<file path="src/rtl/dcache_store_scheduler.sv">
// Committed-store buffer and D-cache port scheduler.
// Retired stores queue here and drain in program order through the single
// D-cache port. Loads win the port unless the buffer is full, a drain is
// requested, or the store head has lost STARVE_LIMIT arbitrations in a row.
// Loads see buffered (and same-cycle committing) stores by word forwarding.
module dcache_store_scheduler #(
    parameter int DEPTH        = 4,
    parameter int STARVE_LIMIT = 8
) (
    input  logic                         clock,
    input  logic                         reset,
    input  logic                         commit_valid,
    input  logic [31:0]                  commit_addr,
    input  logic [31:0]                  commit_data,
    input  logic [3:0]                   commit_mask,
    output logic                         commit_ready,
    input  logic                         load_req,
    input  logic [31:0]                  load_addr,
    output logic                         load_grant,
    output logic                         fwd_hit,
    output logic [31:0]                  fwd_data,
    output logic [3:0]                   fwd_mask,
    output logic                         dc_req_valid,
    output logic                         dc_req_is_store,
    output logic [31:0]                  dc_req_addr,
    output logic [31:0]                  dc_req_data,
    output logic [3:0]                   dc_req_mask,
    input  logic                         dc_accept,
    input  logic                         drain_req,
    output logic                         sb_empty,
    output logic [$clog2(DEPTH+1)-1:0]   sb_count
);

    localparam int PW = $clog2(DEPTH);
    localparam int CW = $clog2(DEPTH + 1);
    localparam int SW = $clog2(STARVE_LIMIT + 1);

    typedef enum logic [1:0] {SB_EMPTY, SB_ACTIVE, SB_FULL} sb_state_t;

    logic [31:0]   mem_addr [DEPTH];
    logic [31:0]   mem_data [DEPTH];
    logic [3:0]    mem_mask [DEPTH];

    logic [PW-1:0] head;
    logic [PW-1:0] tail;
    logic [CW-1:0] count;
    logic [SW-1:0] starve_cnt;
    sb_state_t     state;

    logic          push;
    logic          pop;
    logic          store_sel;
    logic          load_sel;
    logic          load_ok;
    logic [PW-1:0] idx;

    // Occupancy view derived from count; no separate state register.
    always_comb begin
        state = SB_ACTIVE;
        if (count == '0)
            state = SB_EMPTY;
        else if (count == CW'(DEPTH))
            state = SB_FULL;
    end

    assign commit_ready = (state != SB_FULL);
    assign sb_empty     = (state == SB_EMPTY);
    assign sb_count     = count;
    assign push         = commit_valid && commit_ready;
    assign pop          = store_sel && dc_accept;

    // Port arbitration: loads first, store head forced by drain, full or starvation.
    always_comb begin
        load_ok   = load_req && !drain_req;
        store_sel = (state != SB_EMPTY) &&
                    (!load_ok || drain_req || (state == SB_FULL) ||
                     (starve_cnt >= SW'(STARVE_LIMIT)));
        load_sel  = load_ok && !store_sel;
    end

    // D-cache request mux; store fields are zero for loads.
    always_comb begin
        dc_req_valid    = store_sel || load_sel;
        dc_req_is_store = store_sel;
        dc_req_addr     = '0;
        dc_req_data     = '0;
        dc_req_mask     = '0;
        load_grant      = load_sel && dc_accept;
        if (store_sel) begin
            dc_req_addr = mem_addr[head];
            dc_req_data = mem_data[head];
            dc_req_mask = mem_mask[head];
        end else if (load_sel) begin
            dc_req_addr = load_addr;
        end
    end

    // Word forwarding: scan oldest to youngest so the youngest match wins,
    // with the committing store checked last as the youngest of all.
    always_comb begin
        fwd_hit  = 1'b0;
        fwd_data = '0;
        fwd_mask = '0;
        idx      = '0;
        for (int unsigned i = 0; i < DEPTH; i++) begin
            idx = head + PW'(i);
            if ((CW'(i) < count) && (mem_addr[idx][31:2] == load_addr[31:2])) begin
                fwd_hit  = 1'b1;
                fwd_data = mem_data[idx];
                fwd_mask = mem_mask[idx];
            end
        end
        if (push && (commit_addr[31:2] == load_addr[31:2])) begin
            fwd_hit  = 1'b1;
            fwd_data = commit_data;
            fwd_mask = commit_mask;
        end
    end

    // Entry storage written at the tail; contents need no reset.
    always_ff @(posedge clock) begin
        if (push) begin
            mem_addr[tail] <= commit_addr;
            mem_data[tail] <= commit_data;
            mem_mask[tail] <= commit_mask;
        end
    end

    // Pointers, occupancy and starvation counter.
    always_ff @(posedge clock or negedge reset) begin
        if (!reset) begin
            head       <= '0;
            tail       <= '0;
            count      <= '0;
            starve_cnt <= '0;
        end else begin
            if (push)
                tail <= tail + 1'b1;
            if (pop)
                head <= head + 1'b1;
            if (push && !pop)
                count <= count + 1'b1;
            else if (pop && !push)
                count <= count - 1'b1;
            if (pop)
                starve_cnt <= '0;
            else if ((state != SB_EMPTY) && load_sel && dc_accept &&
                     (starve_cnt < SW'(STARVE_LIMIT)))
                starve_cnt <= starve_cnt + 1'b1;
        end
    end

endmodule
</file>
<file path="config.mk">
export PLATFORM = sky130hd
export DESIGN_NAME = dcache_store_scheduler
export DESIGN_NICKNAME = d
export VERILOG_FILES = /design/src/rtl/dcache_store_scheduler.sv
export SDC_FILE = /design/constraint.sdc
export NUM_CORES = 1
export LEC_CHECK = 0
export BUFFER_PORTS_ARGS = -buffer_cell sky130_fd_sc_hd__buf_2
export CORE_MARGIN = 2
export CORE_UTILIZATION = 60
export DETAILED_ROUTE_END_ITERATION = 8
export PLACE_DENSITY = 0.9
export SETUP_SLACK_MARGIN = 0.05
export SLEW_MARGIN = 20
export SYNTH_ARGS = -nofsm -noshare
export SYNTH_HDL_FRONTEND = slang
export SYNTH_SLANG_ARGS = --single-unit
</file>
<file path="constraint.sdc">
create_clock -name clock -period 7.79 [get_ports clock]
set_input_delay 1.1685 -clock clock [delete_from_list [all_inputs] [get_ports clock]]
set_output_delay 1.1685 -clock clock [all_outputs]
set_load 0.02 [all_outputs]
</file>
### Word level (Yosys, flattened, before mapping)

Memory sizes are Yosys's and may differ from the RTL's.
Cells that the tools add are included.
W data, S select, Z words.

* bits in registers: 11
* bits in latches: 0
* bits in writable memories: 272
* memory bits (read-only): 0
* bits of input ports: 106
* output and inout port bits: 113
* word-level logic and storage cells: 85
* memories kept: 3

Memory list
* mem_addr: words 4, width 32, read ports 4, clocked after Yosys merged registers in 0, write ports 1, RTL line 40 `logic [31:0] mem_addr [DEPTH];`
* mem_data: words 4, width 32, read ports 4, clocked after Yosys merged registers in 0, write ports 1, RTL line 41 `logic [31:0] mem_data [DEPTH];`
* mem_mask: words 4, width 4, read ports 4, clocked after Yosys merged registers in 0, write ports 1, RTL line 42 `logic [3:0] mem_mask [DEPTH];`

* add/subtract/negate cells: 7
* $mul: 0
* div/mod/pow operators: 0
* order comparisons: 6
* equality and inequality tests: 8
* shifts and indexed selects: 0
* mux-type cells: 27
* bitwise operators: 0
* reductions and logical operators: 30

Operators by type and width (count)
* $mux W32: 8
* $eq A30 B30 Y1: 5
* $mux W4: 8
* $logic_and A1 B1 Y1: 16
* $mux W1: 7
* $lt A1 B3 Y1 const A: 2
* $lt A2 B3 Y1 const A: 2
* $mux W3: 2
* $reduce_bool A2 Y1: 3
* $logic_not A1 Y1: 5
* $add A2 B1 Y2 const B: 2
* $add A2 B2 Y2 const B: 2
* $add A4 B1 Y4 const B: 1
* $ge A4 B4 Y1 const B: 1
* $logic_or A1 B1 Y1: 4
* $lt A4 B4 Y1 const B: 1
* $mux W2: 2
* $add A3 B1 Y3 const B: 1
* $eq A3 B3 Y1 const B: 1
* $logic_not A3 Y1: 1
* $sub A3 B1 Y3 const B: 1
* $eq A2 B2 Y1 const B: 1
* $logic_not A2 Y1: 1
* $ne A2 B2 Y1 const B: 1

### Longest topological paths before layout

* depth after elaboration: 14
* depth in mapped cells: 15
* depth with buffers taken out: 10

### Worst setup path before layout

Ideal clock, no wire load.

* path kind: input port to output port
* from: input load_addr[21]
* to: output fwd_data[10]
* data arrival time: 3649 ps
* data required time: 6622 ps
* path slack: 2973 ps
* cell stages on the path: 10
* path buffers: 3
* cells stage by stage: buf_4 -> xor2_1 -> nor4_1 -> nand4_1 -> or4_1 -> nor4_4 -> buf_2 -> nor2_2 -> clkbuf_1 -> a221o_1

* word-level cells in the longest chain between the ends: 7
* elaborated cells on any way between the ends: 15
* those cells by class: 5 x eq/ne; 5 x mux; 5 x reduce/logical

RTL lines
* from (decl): RTL line 18 `input logic [31:0] load_addr,`
* $eq A30 B30 Y1: RTL line 107 `if ((CW'(i) < count) && (mem_addr[idx][31:2] == load_addr[31:2])) begin`
* $logic_and A1 B1 Y1: RTL line 107
* $mux W32 (4 in a row): RTL line 107
* $mux W32 *: RTL line 113 `if (push && (commit_addr[31:2] == load_addr[31:2])) begin`
* to (decl): RTL line 21 `output logic [31:0] fwd_data,`

Every way passes the cells marked *; elsewhere a longest branch is shown, timed or not.

### Worst setup path in the final report

* from: register head[1]
* to: output fwd_data[16]

* word-level cells in the longest chain between the ends: 8
* elaborated cells on any way between the ends: 18
* those cells by class: 3 x add/sub; 4 x eq/ne; 5 x mux; 4 x reduce/logical; 2 x memory

RTL lines
* from (decl): RTL line 44 `logic [PW-1:0] head;`
* from (signal assigned): RTL line 140 `head <= head + 1'b1;`
* $add A2 B1 Y2 or $mem_v2 Z4 W32 (tied branches)
* $mem_v2 Z4 W32 or $eq A30 B30 Y1 (tied branches)
* $eq A30 B30 Y1 or $logic_and A1 B1 Y1 (tied branches): RTL line 107
* $logic_and A1 B1 Y1 or $mux W32 (tied branches): RTL line 107
* $mux W32 (2 in a row): RTL line 107
* $mux W32 *: RTL line 107
* $mux W32 *: RTL line 113

Marks and branches as above.

==> impl_metrics.py <==
metrics = {
    "synth": {
        "synth_common_cells": "edfxtp_1 (272), mux2i_1 (223), nand2_1 (177), o21ai_0 (133), nor2_1 (96)",
        "ys_seq_area_share_pct": 44.1,
        "syn_nets": 1789,
        "syn_inst": 1672,
        "synth_cell_types": 63,
        "yosysWarningCount": 0,
        "syn_area_per_cell_um2": 11.5,
        "synth_top_flop_cell": "edfxtp_1",
        "ys_ff_latch": 283,
        "synth_enable_flop_cells": 272,
        "yosysTopAreaCell": "edfxtp_1",
        "synth_most_common_cell": "edfxtp_1",
        "async_flop_share_pct": 3.89,
        "syn_area_mm2": 0.0192,
        "synth_top_area_share_pct": 42.6,
        "synth_area_leaders": "edfxtp_1 (43%), mux2i_1 (12%), mux2_2 (5.5%)",
    },
    "clocking": {
        "h-tree-depth": 1,
        "clockRootBuffer": "clkbuf_16",
        "cts_setup_buffers": 0,
        "cts_buffers": 31,
        "clk_pin_slew_worst_paths_ns": 0.06,
        "cts_tree": "yes",
        "ctsLongestPathBuffers": 3,
        "clkSinkCount": 283,
        "cts_resized": 0,
        "cts_hold_repair.buffers": 0,
        "clk_latency_ns": 0.57,
    },
    "placed_design": {
        "pre_cts_slack_ns": 1.70,
        "io_buffer_count": 218,
        "dp_hpwl_um": 37000,
        "placed_cell_area_mm2": 0.0203,
        "gp_congestion": 0.996,
    },
    "power_and_ir_drop": {
        "p_total_mw": 8.38,
        "leakage_nw": 7.88,
        "powerDensity_mw_per_mm2": 394,
        "ir_worst_vdd_mv": 0.248,
    },
    "detailed_routing": {
        "wl_per_cell_um": 24.9,
        "routed_via_density": 6.92,
        "detail_route.first_pass.iterations": 6,
        "antenna_left": 0,
        "drc": 0,
        "drt-total-wl_um": 55500,
        "first_iter_violations": 2016,
        "via_count": 15435,
    },
    "min_path": {
        "min_path_type": "input port to async pin",
    },
    "setup_path": {
        "reg2reg_slack_ns": 4.12,
        "required_ns": 6.62,
        "critPathLaunchType": "flop",
        "end_kind": "output port",
        "worstSetupPathType": "flop to output port",
        "worst-path-max-fanout": 55,
        "arrival_ns": 5.28,
    },
    "sta": {
        "fmax_mhz": 155,
        "maxSlewViolCount": 0,
        "setup_tns_ns": 0,
        "hold_viol": 0,
        "setup_ws_ns": 1.34,
        "slew-limit-headroom_pct": 29.8,
        "setup-violations-final": 0,
        "clock-skew-final_ns": 0.00985,
        "finalCriticalPeriod_ns": 6.45,
        "rsz0062_at_grt": "no",
        "period_share_pct": 82.8,
        "tightest_slew_ns": 1.05,
    },
    "global_routing": {
        "antenna_found_initial": 5,
        "grt_pass1_vias": 15085,
        "grt_max_degree": 127,
        "grt_pass1_wl_um": 84800,
        "grt_overflow": 0,
        "grt_use_total_pct": 32.7,
    },
    "floorplanning": {
        "die_h_um": 183,
        "row_count": 65,
        "start_util_pct": 60.9,
        "ioPinCount": 219,
        "design.die.area_mm2": 0.0334,
        "die_w_um": 183,
        "core-area_mm2": 0.0315,
    },
    "layout": {
        "nFillCells": 2218,
        "drive_above_1_share_pct": 25.9,
        "fin_area_mm2": 0.0213,
        "areaGrowthSynthToFinish_pct": 11.1,
        "nets": 1919,
    },
    "outcome": {
        "status": "finished clean",
    },
    "job": {
        "maxCapViolations": 0,
    },
}
final timing paths:
check / from / to / cells past startpoint
max in group asynchronous: reset / head[0] / 1
setup reg to reg: sb_count[0] / sb_count[2] / 11
hold / removal: reset / starve_cnt[3] / 1
setup / recovery: head[1] / fwd_data[16] / 11
min in group clock: starve_cnt[2] / starve_cnt[2] / 2
hold reg to reg: starve_cnt[2] / starve_cnt[2] / 2
cell families after synthesis:
kind of cell,share of synthesized area (%)
AND/OR/NAND/NOR,8.08
flip-flops,44.1
XOR/XNOR,6.49
multiplexers,22.2
adder cells (fa/ha/maj),0.718
buffers and inverters,4.40
AO/OA/AOI/OAI,14.0
report_power, final:
group / total, mW / switching, mW / internal, mW
combinational: 4.61 / 2.90 / 1.71
sequential: 2.27 / 0.250 / 2.02
clock: 1.50 / 0.607 / 0.896
state kept, by name, indices dropped and copies added, names as in the netlist:
signal and flops:
mem_addr 128, mem_data 128, mem_mask 16, starve_cnt 4
sb_count 3, head 2, tail 2
placed cells by master, fill, tap and decap left out, types with 3 or more instances in the layout:
master and count:
and3_4 4, a32o_1 3, o221ai_1 3, a2111oi_2 28, xor2_1 49, a22oi_1 8, buf_4 25, dfrtp_1 9
edfxtp_1 272, nor4_1 12, nand4_1 23, clkbuf_1 8, nand2_1 177, nor2b_1 4, o211ai_1 3, mux2_2 93
nor2_1 95, mux2i_1 223, a21oi_1 55, ha_1 11, a221oi_1 3, inv_1 13, clkinv_2 4, clkbuf_16 31
xnor2_1 93, a221o_1 36, and2_1 3, mux4_2 43, bufinv_16 5, o21ai_0 133, nand3_1 3, a211oi_1 4
clkinv_1 7, a22o_1 57, a2111oi_0 12, o22ai_1 8, buf_2 218, nand2b_1 3, nor3_1 6
metrics by stage:
stage	utilization (%)	hold WS (ns)	std cells
2_1_floorplan	-	0.519	1672
3_3_place_gp	64.4	0.554	2171
3_5_place_dp	64.4	0.571	2171
4_1_cts	67.6	0.466	2229
5_1_grt	67.6	0.488	2230
6_report	67.7	0.478	2231
worst max-delay path, cell delays in order, from the launching register on:
cell and delay (ns):
dfrtp_4 0.90, buf_12 0.38, mux2i_1 0.52, mux2i_1 0.20, xnor2_1 0.24, nand4_1 0.25, nor2_1 0.15, and4b_4 0.94
buf_4 0.42, mux2i_1 0.11, a221o_1 0.37, buf_2 0.16
final cells by class:
type	instances	area [um2]	share of cell area, %
Timing Repair Buffer	246	1330	6.25
Clock inverter	19	224	1.05
Tap cell	402	503	2.36
Clock buffer	39	806	3.78
Inverter	14	55.1	0.259
Multi-Input combinational cell	1226	9920	46.6
Antenna cell	2	5.00	0.0235
Sequential cell	283	8450	39.7
per-layer routing:
metal,global-route usage [%],wire [um]
met5,0,42
met3,7.88,6710
met2,53.0,25700
met4,14.0,2640
met1,42.3,20300
(Power assumes the default switching activity.)
